`src/rtl/ex_branch_resolve_pkg.sv`:
```
// ----------------------------------------------------------------------------
// ex_branch_resolve_pkg
// Shared definitions for the EX-stage branch resolution unit:
//   - RISC-V conditional-branch funct3 encodings
//   - flush sequencer state type
//   - sequential PC increment
// ----------------------------------------------------------------------------
package ex_branch_resolve_pkg;

    localparam logic [2:0] F3_BEQ  = 3'b000;
    localparam logic [2:0] F3_BNE  = 3'b001;
    localparam logic [2:0] F3_BLT  = 3'b100;
    localparam logic [2:0] F3_BGE  = 3'b101;
    localparam logic [2:0] F3_BLTU = 3'b110;
    localparam logic [2:0] F3_BGEU = 3'b111;

    localparam logic [31:0] PC_INC = 32'd4;

    typedef enum logic {
        ST_IDLE  = 1'b0,
        ST_FLUSH = 1'b1
    } bru_state_e;

endpackage

```
`src/rtl/ex_branch_resolve_if.sv`:
```
// ----------------------------------------------------------------------------
// ex_branch_resolve_if
// Bundles the EX-stage instruction/operand inputs and the redirect, BTB-update,
// flush and performance-counter outputs of ex_branch_resolve.
//   master : pipeline side (drives EX inputs, observes results)
//   slave  : resolution unit side
// Parameter CNT_W sets the counter width and must match the unit's CNT_W.
// ----------------------------------------------------------------------------
interface ex_branch_resolve_if #(
    parameter int CNT_W = 32
) ();

    // EX-stage inputs
    logic             stall_ex;
    logic             valid_ex;
    logic             is_branch_ex;
    logic             is_jal_ex;
    logic             is_jalr_ex;
    logic [2:0]       funct3_ex;
    logic [31:0]      pc_ex;
    logic [31:0]      rs1_ex;
    logic [31:0]      rs2_ex;
    logic [31:0]      imm_ex;
    logic             predicted_taken_ex;
    logic [31:0]      predicted_target_ex;

    // Redirect / BTB update / flush / counters
    logic             modify_pc_ex;
    logic [31:0]      update_pc_ex;
    logic             update_btb_ex;
    logic [31:0]      btb_update_pc_ex;
    logic             ex_branch_taken;
    logic [31:0]      jump_addr_ex;
    logic             flush_younger;
    logic [CNT_W-1:0] branch_cnt;
    logic [CNT_W-1:0] mispredict_cnt;

    modport master (
        output stall_ex, valid_ex, is_branch_ex, is_jal_ex, is_jalr_ex,
               funct3_ex, pc_ex, rs1_ex, rs2_ex, imm_ex,
               predicted_taken_ex, predicted_target_ex,
        input  modify_pc_ex, update_pc_ex, update_btb_ex, btb_update_pc_ex,
               ex_branch_taken, jump_addr_ex, flush_younger,
               branch_cnt, mispredict_cnt
    );

    modport slave (
        input  stall_ex, valid_ex, is_branch_ex, is_jal_ex, is_jalr_ex,
               funct3_ex, pc_ex, rs1_ex, rs2_ex, imm_ex,
               predicted_taken_ex, predicted_target_ex,
        output modify_pc_ex, update_pc_ex, update_btb_ex, btb_update_pc_ex,
               ex_branch_taken, jump_addr_ex, flush_younger,
               branch_cnt, mispredict_cnt
    );

endinterface

```
`src/rtl/ex_branch_resolve_branch_cond_eval.sv`:
```
// ----------------------------------------------------------------------------
// branch_cond_eval
// Combinational conditional-branch evaluator.
// Ports:
//   funct3 in  3   branch condition encoding
//   rs1    in  32  operand 1
//   rs2    in  32  operand 2
//   cond   out 1   condition holds (0 for undefined encodings)
// ----------------------------------------------------------------------------
module branch_cond_eval
    import ex_branch_resolve_pkg::*;
(
    input  logic [2:0]  funct3,
    input  logic [31:0] rs1,
    input  logic [31:0] rs2,
    output logic        cond
);

    logic eq_s;
    logic lt_s;
    logic ltu_s;

    assign eq_s  = (rs1 == rs2);
    assign lt_s  = ($signed(rs1) < $signed(rs2));
    assign ltu_s = (rs1 < rs2);

    // Select the comparison named by funct3.
    always_comb begin
        cond = 1'b0;
        case (funct3)
            F3_BEQ:  cond = eq_s;
            F3_BNE:  cond = ~eq_s;
            F3_BLT:  cond = lt_s;
            F3_BGE:  cond = ~lt_s;
            F3_BLTU: cond = ltu_s;
            F3_BGEU: cond = ~ltu_s;
            default: cond = 1'b0;
        endcase
    end

endmodule

```
`src/rtl/ex_branch_resolve_chk.sv`:
```
// ----------------------------------------------------------------------------
// ex_branch_resolve_chk
// Property checker for ex_branch_resolve. Contains no functional logic.
// Ports (all inputs): clk, rst, valid_ex, stall_ex, is_branch_ex, is_jal_ex,
//                     is_jalr_ex, modify_pc_ex, update_btb_ex
// ----------------------------------------------------------------------------
module ex_branch_resolve_chk (
    input logic clk,
    input logic rst,
    input logic valid_ex,
    input logic stall_ex,
    input logic is_branch_ex,
    input logic is_jal_ex,
    input logic is_jalr_ex,
    input logic modify_pc_ex,
    input logic update_btb_ex
);

    // A live EX instruction decodes as at most one kind of control transfer.
    a_onehot_kind: assert property (@(posedge clk) disable iff (rst)
        (valid_ex && !stall_ex) |-> $onehot0({is_branch_ex, is_jal_ex, is_jalr_ex}))
        else $error("illegal EX decode: more than one of is_branch/is_jal/is_jalr");

    // A redirect always comes from a resolved control instruction.
    a_redirect_has_update: assert property (@(posedge clk) disable iff (rst)
        modify_pc_ex |-> update_btb_ex)
        else $error("redirect issued without BTB update");

endmodule

```
`src/rtl/ex_branch_resolve.sv`:
```
// ----------------------------------------------------------------------------
// ex_branch_resolve
// EX-stage branch/jump resolution. Evaluates condition and target of the EX
// instruction, compares against the IF-time prediction, registers redirect and
// BTB-update results (1-cycle latency) and runs a flush sequencer that holds
// flush_younger for FLUSH_CYCLES unstalled cycles after every redirect.
//
// Parameters:
//   FLUSH_CYCLES  cycles flush_younger stays high after a redirect (1..7)
//   CNT_W         performance counter width
// Ports:
//   clk   in     clock
//   rst   in     asynchronous active-high reset
//   bus   slave  ex_branch_resolve_if (EX inputs; redirect, BTB update,
//                flush_younger, branch_cnt, mispredict_cnt outputs)
// Build option:
//   BRU_PERF_CNT_EN  defined -> branch_cnt / mispredict_cnt are live counters;
//                    undefined -> both tied to zero, no counter flops.
// ----------------------------------------------------------------------------
module ex_branch_resolve
    import ex_branch_resolve_pkg::*;
#(
    parameter int FLUSH_CYCLES = 2,
    parameter int CNT_W        = 32
) (
    input logic                 clk,
    input logic                 rst,
    ex_branch_resolve_if.slave  bus
);

    // Counter preload: the redirect cycle itself is the first flush cycle.
    localparam logic [2:0] FLUSH_INIT = 3'(FLUSH_CYCLES - 1);

    // ---------------------------------------------------------------- resolve
    logic        cond_s;
    logic        eff_valid_s;
    logic        ctl_s;
    logic        taken_s;
    logic [31:0] jalr_sum_s;
    logic [31:0] target_s;
    logic [31:0] fallthrough_s;
    logic [31:0] next_pc_s;
    logic        mispredict_s;
    logic        redirect_s;

    // ---------------------------------------------------------------- state
    bru_state_e  state_r;
    bru_state_e  state_next_s;
    logic [2:0]  cnt_r;
    logic [2:0]  cnt_next_s;
    logic        flush_r;
    logic        flush_next_s;

    logic        modify_pc_r;
    logic [31:0] update_pc_r;
    logic        update_btb_r;
    logic [31:0] btb_update_pc_r;
    logic        taken_r;
    logic [31:0] jump_addr_r;

    branch_cond_eval u_cond (
        .funct3 (bus.funct3_ex),
        .rs1    (bus.rs1_ex),
        .rs2    (bus.rs2_ex),
        .cond   (cond_s)
    );

    // Only an unstalled instruction seen while IDLE is right-path and resolved.
    assign eff_valid_s   = bus.valid_ex & ~bus.stall_ex & (state_r == ST_IDLE);
    assign ctl_s         = eff_valid_s & (bus.is_branch_ex | bus.is_jal_ex | bus.is_jalr_ex);

    assign taken_s       = bus.is_jal_ex | bus.is_jalr_ex | (bus.is_branch_ex & cond_s);
    assign jalr_sum_s    = bus.rs1_ex + bus.imm_ex;
    // JALR clears bit 0 of the computed address.
    assign target_s      = bus.is_jalr_ex ? {jalr_sum_s[31:1], 1'b0}
                                          : (bus.pc_ex + bus.imm_ex);
    assign fallthrough_s = bus.pc_ex + PC_INC;
    assign next_pc_s     = taken_s ? target_s : fallthrough_s;

    // Wrong direction, or right direction (taken) but wrong target.
    assign mispredict_s  = (bus.predicted_taken_ex != taken_s) |
                           (taken_s & bus.predicted_taken_ex &
                            (bus.predicted_target_ex != target_s));
    assign redirect_s    = ctl_s & mispredict_s;

    // Flush sequencer next-state: hold on stall, count down unstalled cycles.
    always_comb begin
        state_next_s = state_r;
        cnt_next_s   = cnt_r;
        flush_next_s = flush_r;
        if (bus.stall_ex) begin
            state_next_s = state_r;
            cnt_next_s   = cnt_r;
            flush_next_s = flush_r;
        end else begin
            case (state_r)
                ST_IDLE: begin
                    if (redirect_s) begin
                        state_next_s = ST_FLUSH;
                        cnt_next_s   = FLUSH_INIT;
                        flush_next_s = 1'b1;
                    end else begin
                        flush_next_s = 1'b0;
                    end
                end
                ST_FLUSH: begin
                    if (cnt_r == 3'd0) begin
                        state_next_s = ST_IDLE;
                        flush_next_s = 1'b0;
                    end else begin
                        cnt_next_s   = cnt_r - 3'd1;
                        flush_next_s = 1'b1;
                    end
                end
                default: begin
                    state_next_s = ST_IDLE;
                    cnt_next_s   = 3'd0;
                    flush_next_s = 1'b0;
                end
            endcase
        end
    end

    // Flush sequencer state register.
    always_ff @(posedge clk or posedge rst) begin
        if (rst) begin
            state_r <= ST_IDLE;
            cnt_r   <= 3'd0;
            flush_r <= 1'b0;
        end else begin
            state_r <= state_next_s;
            cnt_r   <= cnt_next_s;
            flush_r <= flush_next_s;
        end
    end

    // Result registers: strobes every cycle, payload only on a resolved instruction.
    always_ff @(posedge clk or posedge rst) begin
        if (rst) begin
            modify_pc_r     <= 1'b0;
            update_pc_r     <= 32'd0;
            update_btb_r    <= 1'b0;
            btb_update_pc_r <= 32'd0;
            taken_r         <= 1'b0;
            jump_addr_r     <= 32'd0;
        end else begin
            modify_pc_r  <= redirect_s;
            update_btb_r <= ctl_s;
            if (ctl_s) begin
                update_pc_r     <= next_pc_s;
                btb_update_pc_r <= bus.pc_ex;
                taken_r         <= taken_s;
                jump_addr_r     <= target_s;
            end
        end
    end

    assign bus.modify_pc_ex     = modify_pc_r;
    assign bus.update_pc_ex     = update_pc_r;
    assign bus.update_btb_ex    = update_btb_r;
    assign bus.btb_update_pc_ex = btb_update_pc_r;
    assign bus.ex_branch_taken  = taken_r;
    assign bus.jump_addr_ex     = jump_addr_r;
    assign bus.flush_younger    = flush_r;

`ifdef BRU_PERF_CNT_EN
    logic [CNT_W-1:0] branch_cnt_r;
    logic [CNT_W-1:0] mispredict_cnt_r;

    // Performance counters; both wrap naturally at 2^CNT_W.
    always_ff @(posedge clk or posedge rst) begin
        if (rst) begin
            branch_cnt_r     <= {CNT_W{1'b0}};
            mispredict_cnt_r <= {CNT_W{1'b0}};
        end else begin
            if (ctl_s) begin
                branch_cnt_r <= branch_cnt_r + {{(CNT_W-1){1'b0}}, 1'b1};
            end
            if (redirect_s) begin
                mispredict_cnt_r <= mispredict_cnt_r + {{(CNT_W-1){1'b0}}, 1'b1};
            end
        end
    end

    assign bus.branch_cnt     = branch_cnt_r;
    assign bus.mispredict_cnt = mispredict_cnt_r;
`else
    assign bus.branch_cnt     = {CNT_W{1'b0}};
    assign bus.mispredict_cnt = {CNT_W{1'b0}};
`endif

    ex_branch_resolve_chk u_chk (
        .clk           (clk),
        .rst           (rst),
        .valid_ex      (bus.valid_ex),
        .stall_ex      (bus.stall_ex),
        .is_branch_ex  (bus.is_branch_ex),
        .is_jal_ex     (bus.is_jal_ex),
        .is_jalr_ex    (bus.is_jalr_ex),
        .modify_pc_ex  (modify_pc_r),
        .update_btb_ex (update_btb_r)
    );

endmodule

```
`src/flat_wrapper.sv`:
```
// flat-port wrapper written by rule: the top's interface ports become plain ports
module ex_branch_resolve_flat import ex_branch_resolve_pkg::*;
#(
    parameter int FLUSH_CYCLES = 2,
    parameter int CNT_W        = 32
)
  (clk, rst, bus_stall_ex, bus_valid_ex, bus_is_branch_ex, bus_is_jal_ex, bus_is_jalr_ex, bus_funct3_ex, bus_pc_ex, bus_rs1_ex, bus_rs2_ex, bus_imm_ex, bus_predicted_taken_ex, bus_predicted_target_ex, bus_modify_pc_ex, bus_update_pc_ex, bus_update_btb_ex, bus_btb_update_pc_ex, bus_ex_branch_taken, bus_jump_addr_ex, bus_flush_younger, bus_branch_cnt, bus_mispredict_cnt);
  ex_branch_resolve_if #(.CNT_W(CNT_W)) bus_i ();
  input logic clk;
  input logic rst;
  input wire logic [$bits(bus_i.stall_ex)-1:0] bus_stall_ex;
  input wire logic [$bits(bus_i.valid_ex)-1:0] bus_valid_ex;
  input wire logic [$bits(bus_i.is_branch_ex)-1:0] bus_is_branch_ex;
  input wire logic [$bits(bus_i.is_jal_ex)-1:0] bus_is_jal_ex;
  input wire logic [$bits(bus_i.is_jalr_ex)-1:0] bus_is_jalr_ex;
  input wire logic [$bits(bus_i.funct3_ex)-1:0] bus_funct3_ex;
  input wire logic [$bits(bus_i.pc_ex)-1:0] bus_pc_ex;
  input wire logic [$bits(bus_i.rs1_ex)-1:0] bus_rs1_ex;
  input wire logic [$bits(bus_i.rs2_ex)-1:0] bus_rs2_ex;
  input wire logic [$bits(bus_i.imm_ex)-1:0] bus_imm_ex;
  input wire logic [$bits(bus_i.predicted_taken_ex)-1:0] bus_predicted_taken_ex;
  input wire logic [$bits(bus_i.predicted_target_ex)-1:0] bus_predicted_target_ex;
  output wire logic [$bits(bus_i.modify_pc_ex)-1:0] bus_modify_pc_ex;
  output wire logic [$bits(bus_i.update_pc_ex)-1:0] bus_update_pc_ex;
  output wire logic [$bits(bus_i.update_btb_ex)-1:0] bus_update_btb_ex;
  output wire logic [$bits(bus_i.btb_update_pc_ex)-1:0] bus_btb_update_pc_ex;
  output wire logic [$bits(bus_i.ex_branch_taken)-1:0] bus_ex_branch_taken;
  output wire logic [$bits(bus_i.jump_addr_ex)-1:0] bus_jump_addr_ex;
  output wire logic [$bits(bus_i.flush_younger)-1:0] bus_flush_younger;
  output wire logic [$bits(bus_i.branch_cnt)-1:0] bus_branch_cnt;
  output wire logic [$bits(bus_i.mispredict_cnt)-1:0] bus_mispredict_cnt;
  assign bus_i.stall_ex = bus_stall_ex;
  assign bus_i.valid_ex = bus_valid_ex;
  assign bus_i.is_branch_ex = bus_is_branch_ex;
  assign bus_i.is_jal_ex = bus_is_jal_ex;
  assign bus_i.is_jalr_ex = bus_is_jalr_ex;
  assign bus_i.funct3_ex = bus_funct3_ex;
  assign bus_i.pc_ex = bus_pc_ex;
  assign bus_i.rs1_ex = bus_rs1_ex;
  assign bus_i.rs2_ex = bus_rs2_ex;
  assign bus_i.imm_ex = bus_imm_ex;
  assign bus_i.predicted_taken_ex = bus_predicted_taken_ex;
  assign bus_i.predicted_target_ex = bus_predicted_target_ex;
  assign bus_modify_pc_ex = bus_i.modify_pc_ex;
  assign bus_update_pc_ex = bus_i.update_pc_ex;
  assign bus_update_btb_ex = bus_i.update_btb_ex;
  assign bus_btb_update_pc_ex = bus_i.btb_update_pc_ex;
  assign bus_ex_branch_taken = bus_i.ex_branch_taken;
  assign bus_jump_addr_ex = bus_i.jump_addr_ex;
  assign bus_flush_younger = bus_i.flush_younger;
  assign bus_branch_cnt = bus_i.branch_cnt;
  assign bus_mispredict_cnt = bus_i.mispredict_cnt;
  ex_branch_resolve #(.FLUSH_CYCLES(FLUSH_CYCLES), .CNT_W(CNT_W)) u_core (.clk(clk), .rst(rst), .bus(bus_i));
endmodule
```
`config.mk`:
```
export PLATFORM = sky130hd
export DESIGN_NAME = ex_branch_resolve_flat
export DESIGN_NICKNAME = d
export VERILOG_FILES = /design/src/rtl/ex_branch_resolve_pkg.sv /design/src/rtl/ex_branch_resolve_if.sv /design/src/rtl/ex_branch_resolve_branch_cond_eval.sv /design/src/rtl/ex_branch_resolve_chk.sv /design/src/rtl/ex_branch_resolve.sv /design/src/flat_wrapper.sv
export SDC_FILE = /design/constraint.sdc
export NUM_CORES = 1
export LEC_CHECK = 0
export CAP_MARGIN = 25
export CORE_ASPECT_RATIO = 0.6
export CORE_MARGIN = 1
export CORE_UTILIZATION = 50
export DETAILED_ROUTE_END_ITERATION = 7
export PLACE_DENSITY = 0.84
export SLEW_MARGIN = 20
export SYNTH_ARGS = -nofsm -noshare
export SYNTH_HDL_FRONTEND = slang
export SYNTH_SLANG_ARGS = --single-unit
```
`constraint.sdc`:
```
create_clock -name clk -period 8.8 [get_ports clk]
set_input_delay 2.64 -clock clk [delete_from_list [all_inputs] [get_ports clk]]
set_output_delay 2.64 -clock clk [all_outputs]
set_load 0.02 [all_outputs]
```
==> results.md <==
* Leakage at 6.351 nW
* ANT cells at 0
* Avg Synthesized Cell Area at 7.564 sq um
* Number of synthesized flops with an enable pin at 0
* NumNets Final at 1,969
* DR vias at 12,350
* Worst Setup End Kind: register
* Post-synthesis async set-or-reset flop share at 100.0%
* Yosys top cell area share at 22.92%
* Final setup viols at 0
* Peak supply drop at 0.0001081 V
* Post-cts repair resize count at 0
* Root buf cell: clkbuf_16
* Commonest non-fill, non-tap cell in the layout: clkdlybuf4s50_1
* Hold wc startpoint: u_core.bus.jump_addr_ex[23]
* CP max stage delay at 0.60 ns
* Gr usage total at 36.76%
* Synth Flop Type: dfrtp_1
* Routed WL at 43,410 microns
* Post-synthesis cell area at 11,250 sq um
* Antenna violations before repair at 2
* Synthesis Warnings at 0
* Synth cell types at 84
* Max-slew violation count at 0
* Reg-to-reg startpoint: u_core.bus.flush_younger
* Run status: finished, final reports clean
* CTS clk-pin slew, worst paths at 0.07 ns
* Final ANT Viol Nets at 0
* Critical Path AT at 8.37 ns
* Synth top area cells: dfrtp_1, ha_1, nand2_1
* Cells after synthesis at 1,487
* Drt first pass iters at 6
* Hold buffer count at CTS at 0
* Clock Path Buffers at 2
* Crit share post-route at 91.93%
* Initial DRC count at 1,539
* H-Tree Depth at 3
* Vias in the first global route at 11,080
* Fmax at 123.6 MHz
* Register bit total from synthesis at 103
* Post-synth top area cell: dfrtp_1
* Gr ovfl total at 0
* Total of max-cap violations at 0
* First-pass GRT wire length at 64,400 microns
* Die area at 23,120 sq um
* Worst-path cell chain: clkdlybuf4s50_1, inv_1, ha_1, nand4_1, nor3_1, nand4_1, nor3_1, nand2_1, xnor2_1, a311oi_1, o21ai_4, ha_1, nor3_1, o41ai_1, a2111oi_2, nand4_1, or4_1, or4_1, nor4_1, a21o_1, inv_2, o21ai_1
* Crit Path Max Fanout at 3
* Xor and xnor area share after synthesis at 7.365%
* Largest net degree at the start of global routing at 87
* Worst-Margin Slew at 0.9962 ns
* Post-synthesis sequential area ratio at 22.92%
* Critical Path RT at 9.08 ns
* Startpoint types: primary input
* RSZ-0062 raised after global routing: false
* Most frequent cells in the layout: clkdlybuf4s50_1, nand2_1, o21ai_0
* Port Buf Inserts at 270
* DR DRC count at 0
* R2R depth at 8
* Top Ports at 335
* Die Height at 118.2 microns
* Final min period at 8.090 ns
* CTS sink cnt at 103
* Setup TNS at 0 ns
* CP Buf/Inv Count at 3
* Min-Delay Path Class: reg -> reg
* Hold Crit Endpoint: u_core.bus.jump_addr_ex[23]
* Area growth syn-to-layout at 25.91%
* Hold Crit Depth at 2
* Rows at 42
* Core area at 22,070 sq um
* Slowest-stage cell, CP: or4_1
* Worst r2r dst: u_core.cnt_r[1]
* Synth Area in Simple Gates at 22.77%
* Top delay family on crit path: simple AND/OR/NAND/NOR gates
* Reg2reg setup slack at 6.32 ns
* Post-CTS Setup Bufs at 0
* Share of synthesized area spent on multiplexers at 3.794%
* Width of the die at 195.6 microns
* Clock Latency Late Sink at 0.37 ns
* Normalized max-slew margin at 31.87%
* Worst Clk Skew at 0.01345 ns
* CTS Buf Count at 9
* Hpwl dp at 35,580 microns
* Vias per Instance at 6.204
* Starting Density at 50.96%
* P per Cell Area at 211.9 nW/um^2
* Synth Area in Adders at 11.15%
* Routed wire per std cell at 21.81 microns
* RePlAce Congestion at 1.016
* Complex-gate fraction of the synthesized area at 22.99%
* Layout cell share with drive strength beyond 1 at 4.167%
* Final Hold Fails at 0
* Layout fillers at 1,916
* TritonCTS clock tree: yes
* Worst setup path category: in -> reg
* Final hold slack at 0.4812 ns
* Largest family of logic cells by synthesized area: compound AO/OA/AOI/OAI gates
## worst max path at each step
stage                         startpoint               to  slack [ns]  cells past startpoint
after CTS                 bus_rs2_ex[29]  u_core.cnt_r[1]        0.86                     22
after floorplan            bus_rs2_ex[9]  u_core.cnt_r[1]        1.43                     24
after detailed placement  bus_rs2_ex[29]  u_core.cnt_r[2]        0.52                     22
after global placement    bus_rs2_ex[25]  u_core.cnt_r[1]        0.78                     23
after global routing      bus_rs2_ex[29]  u_core.cnt_r[1]        0.45                     22
final                     bus_rs2_ex[29]  u_core.cnt_r[1]        0.71                     22
## cells by family (layout without fill, tap and decap cells)
kind of cell,Yosys count,count (layout)
other cells,1,64
simple gates,552,552
mux,40,40
buf+inv,202,356
flops,103,103
fa+ha+maj,99,99
compound gates,397,397
xor+xnor,93,93
## worst reg2reg max path: cells and delay by family, from the launching register on
family	cells	cell delay, ns
AOI/OAI and AO/OA	4	0.82
and+or+nand+nor	1	0.15
buffers and inverters	3	0.98
DFF	1	0.41
## registers in the layout, indices dropped and copies added (netlist names)
signal	cells
u_core.bus.update_btb_ex	1
u_core.bus.btb_update_pc_ex	32
u_core.bus.ex_branch_taken	1
u_core.bus.jump_addr_ex	32
u_core.bus.modify_pc_ex	1
u_core.bus.flush_younger	1
u_core.bus.update_pc_ex	32
u_core.cnt_r	3
## synthesized netlist by cell type, drive strengths merged, types with 10 or more instances
library cell and count:
o21ai 119, dfrtp 103, and3 20, mux2i 22, o221ai 10, o21a 25
mux2 18, o211ai 13, ha 97, a31oi 12, xor2 40, o31ai 10
buf 79, nor3 24, nand2b 10, a21oi 91, a211oi 14, clkbuf 66
xnor2 52, inv 57, nor2 84, nand4 36, nand2 263, nand3 47
a21o 23
## layout make-up
cell class / count / area, sq um / area share (%)
Multi-Input combinational cell: 1245 / 7915 / 55.89
Timing Repair Buffer: 283 / 2795 / 19.74
Sequential cell: 103 / 2577 / 18.20
Tap cell: 286 / 357.8 / 2.527
Clock buffer: 10 / 239.0 / 1.688
Inverter: 57 / 216.5 / 1.529
Clock inverter: 6 / 60.06 / 0.4241
## where the power goes
group / switching, W / total (W) / internal (W)
logic: 0.00100 / 0.00176 / 0.000752
registers: 0.000138 / 0.000839 / 0.000702
clock network: 0.000198 / 0.000406 / 0.000208
## metrics by stage
step / util, % / cell area (sq um) / std cells / worst slack (ns) / total power, W
2_1_floorplan: - / 11480 / 1550 / 1.430 / 0.001774
3_3_place_gp: 62.81 / 13860 / 1974 / 0.7803 / 0.002523
3_5_place_dp: 62.81 / 13860 / 1974 / 0.5189 / 0.002565
4_1_cts: 64.16 / 14160 / 1990 / 0.8639 / 0.002975
5_1_grt: 64.16 / 14160 / 1990 / 0.4496 / 0.003161
6_report: 64.16 / 14160 / 1990 / 0.7100 / 0.003001
## per-layer routing
metal  vias to the layer above  routed length [microns]  track usage [%]
met4                         4                      856            7.972
met5                         -                       32                0
li1                       5642                        -                -
met1                      5773                    18840            53.87
met2                       850                    16900            50.07
met3                        76                     6782            14.27
(Power assumes the default switching activity.)
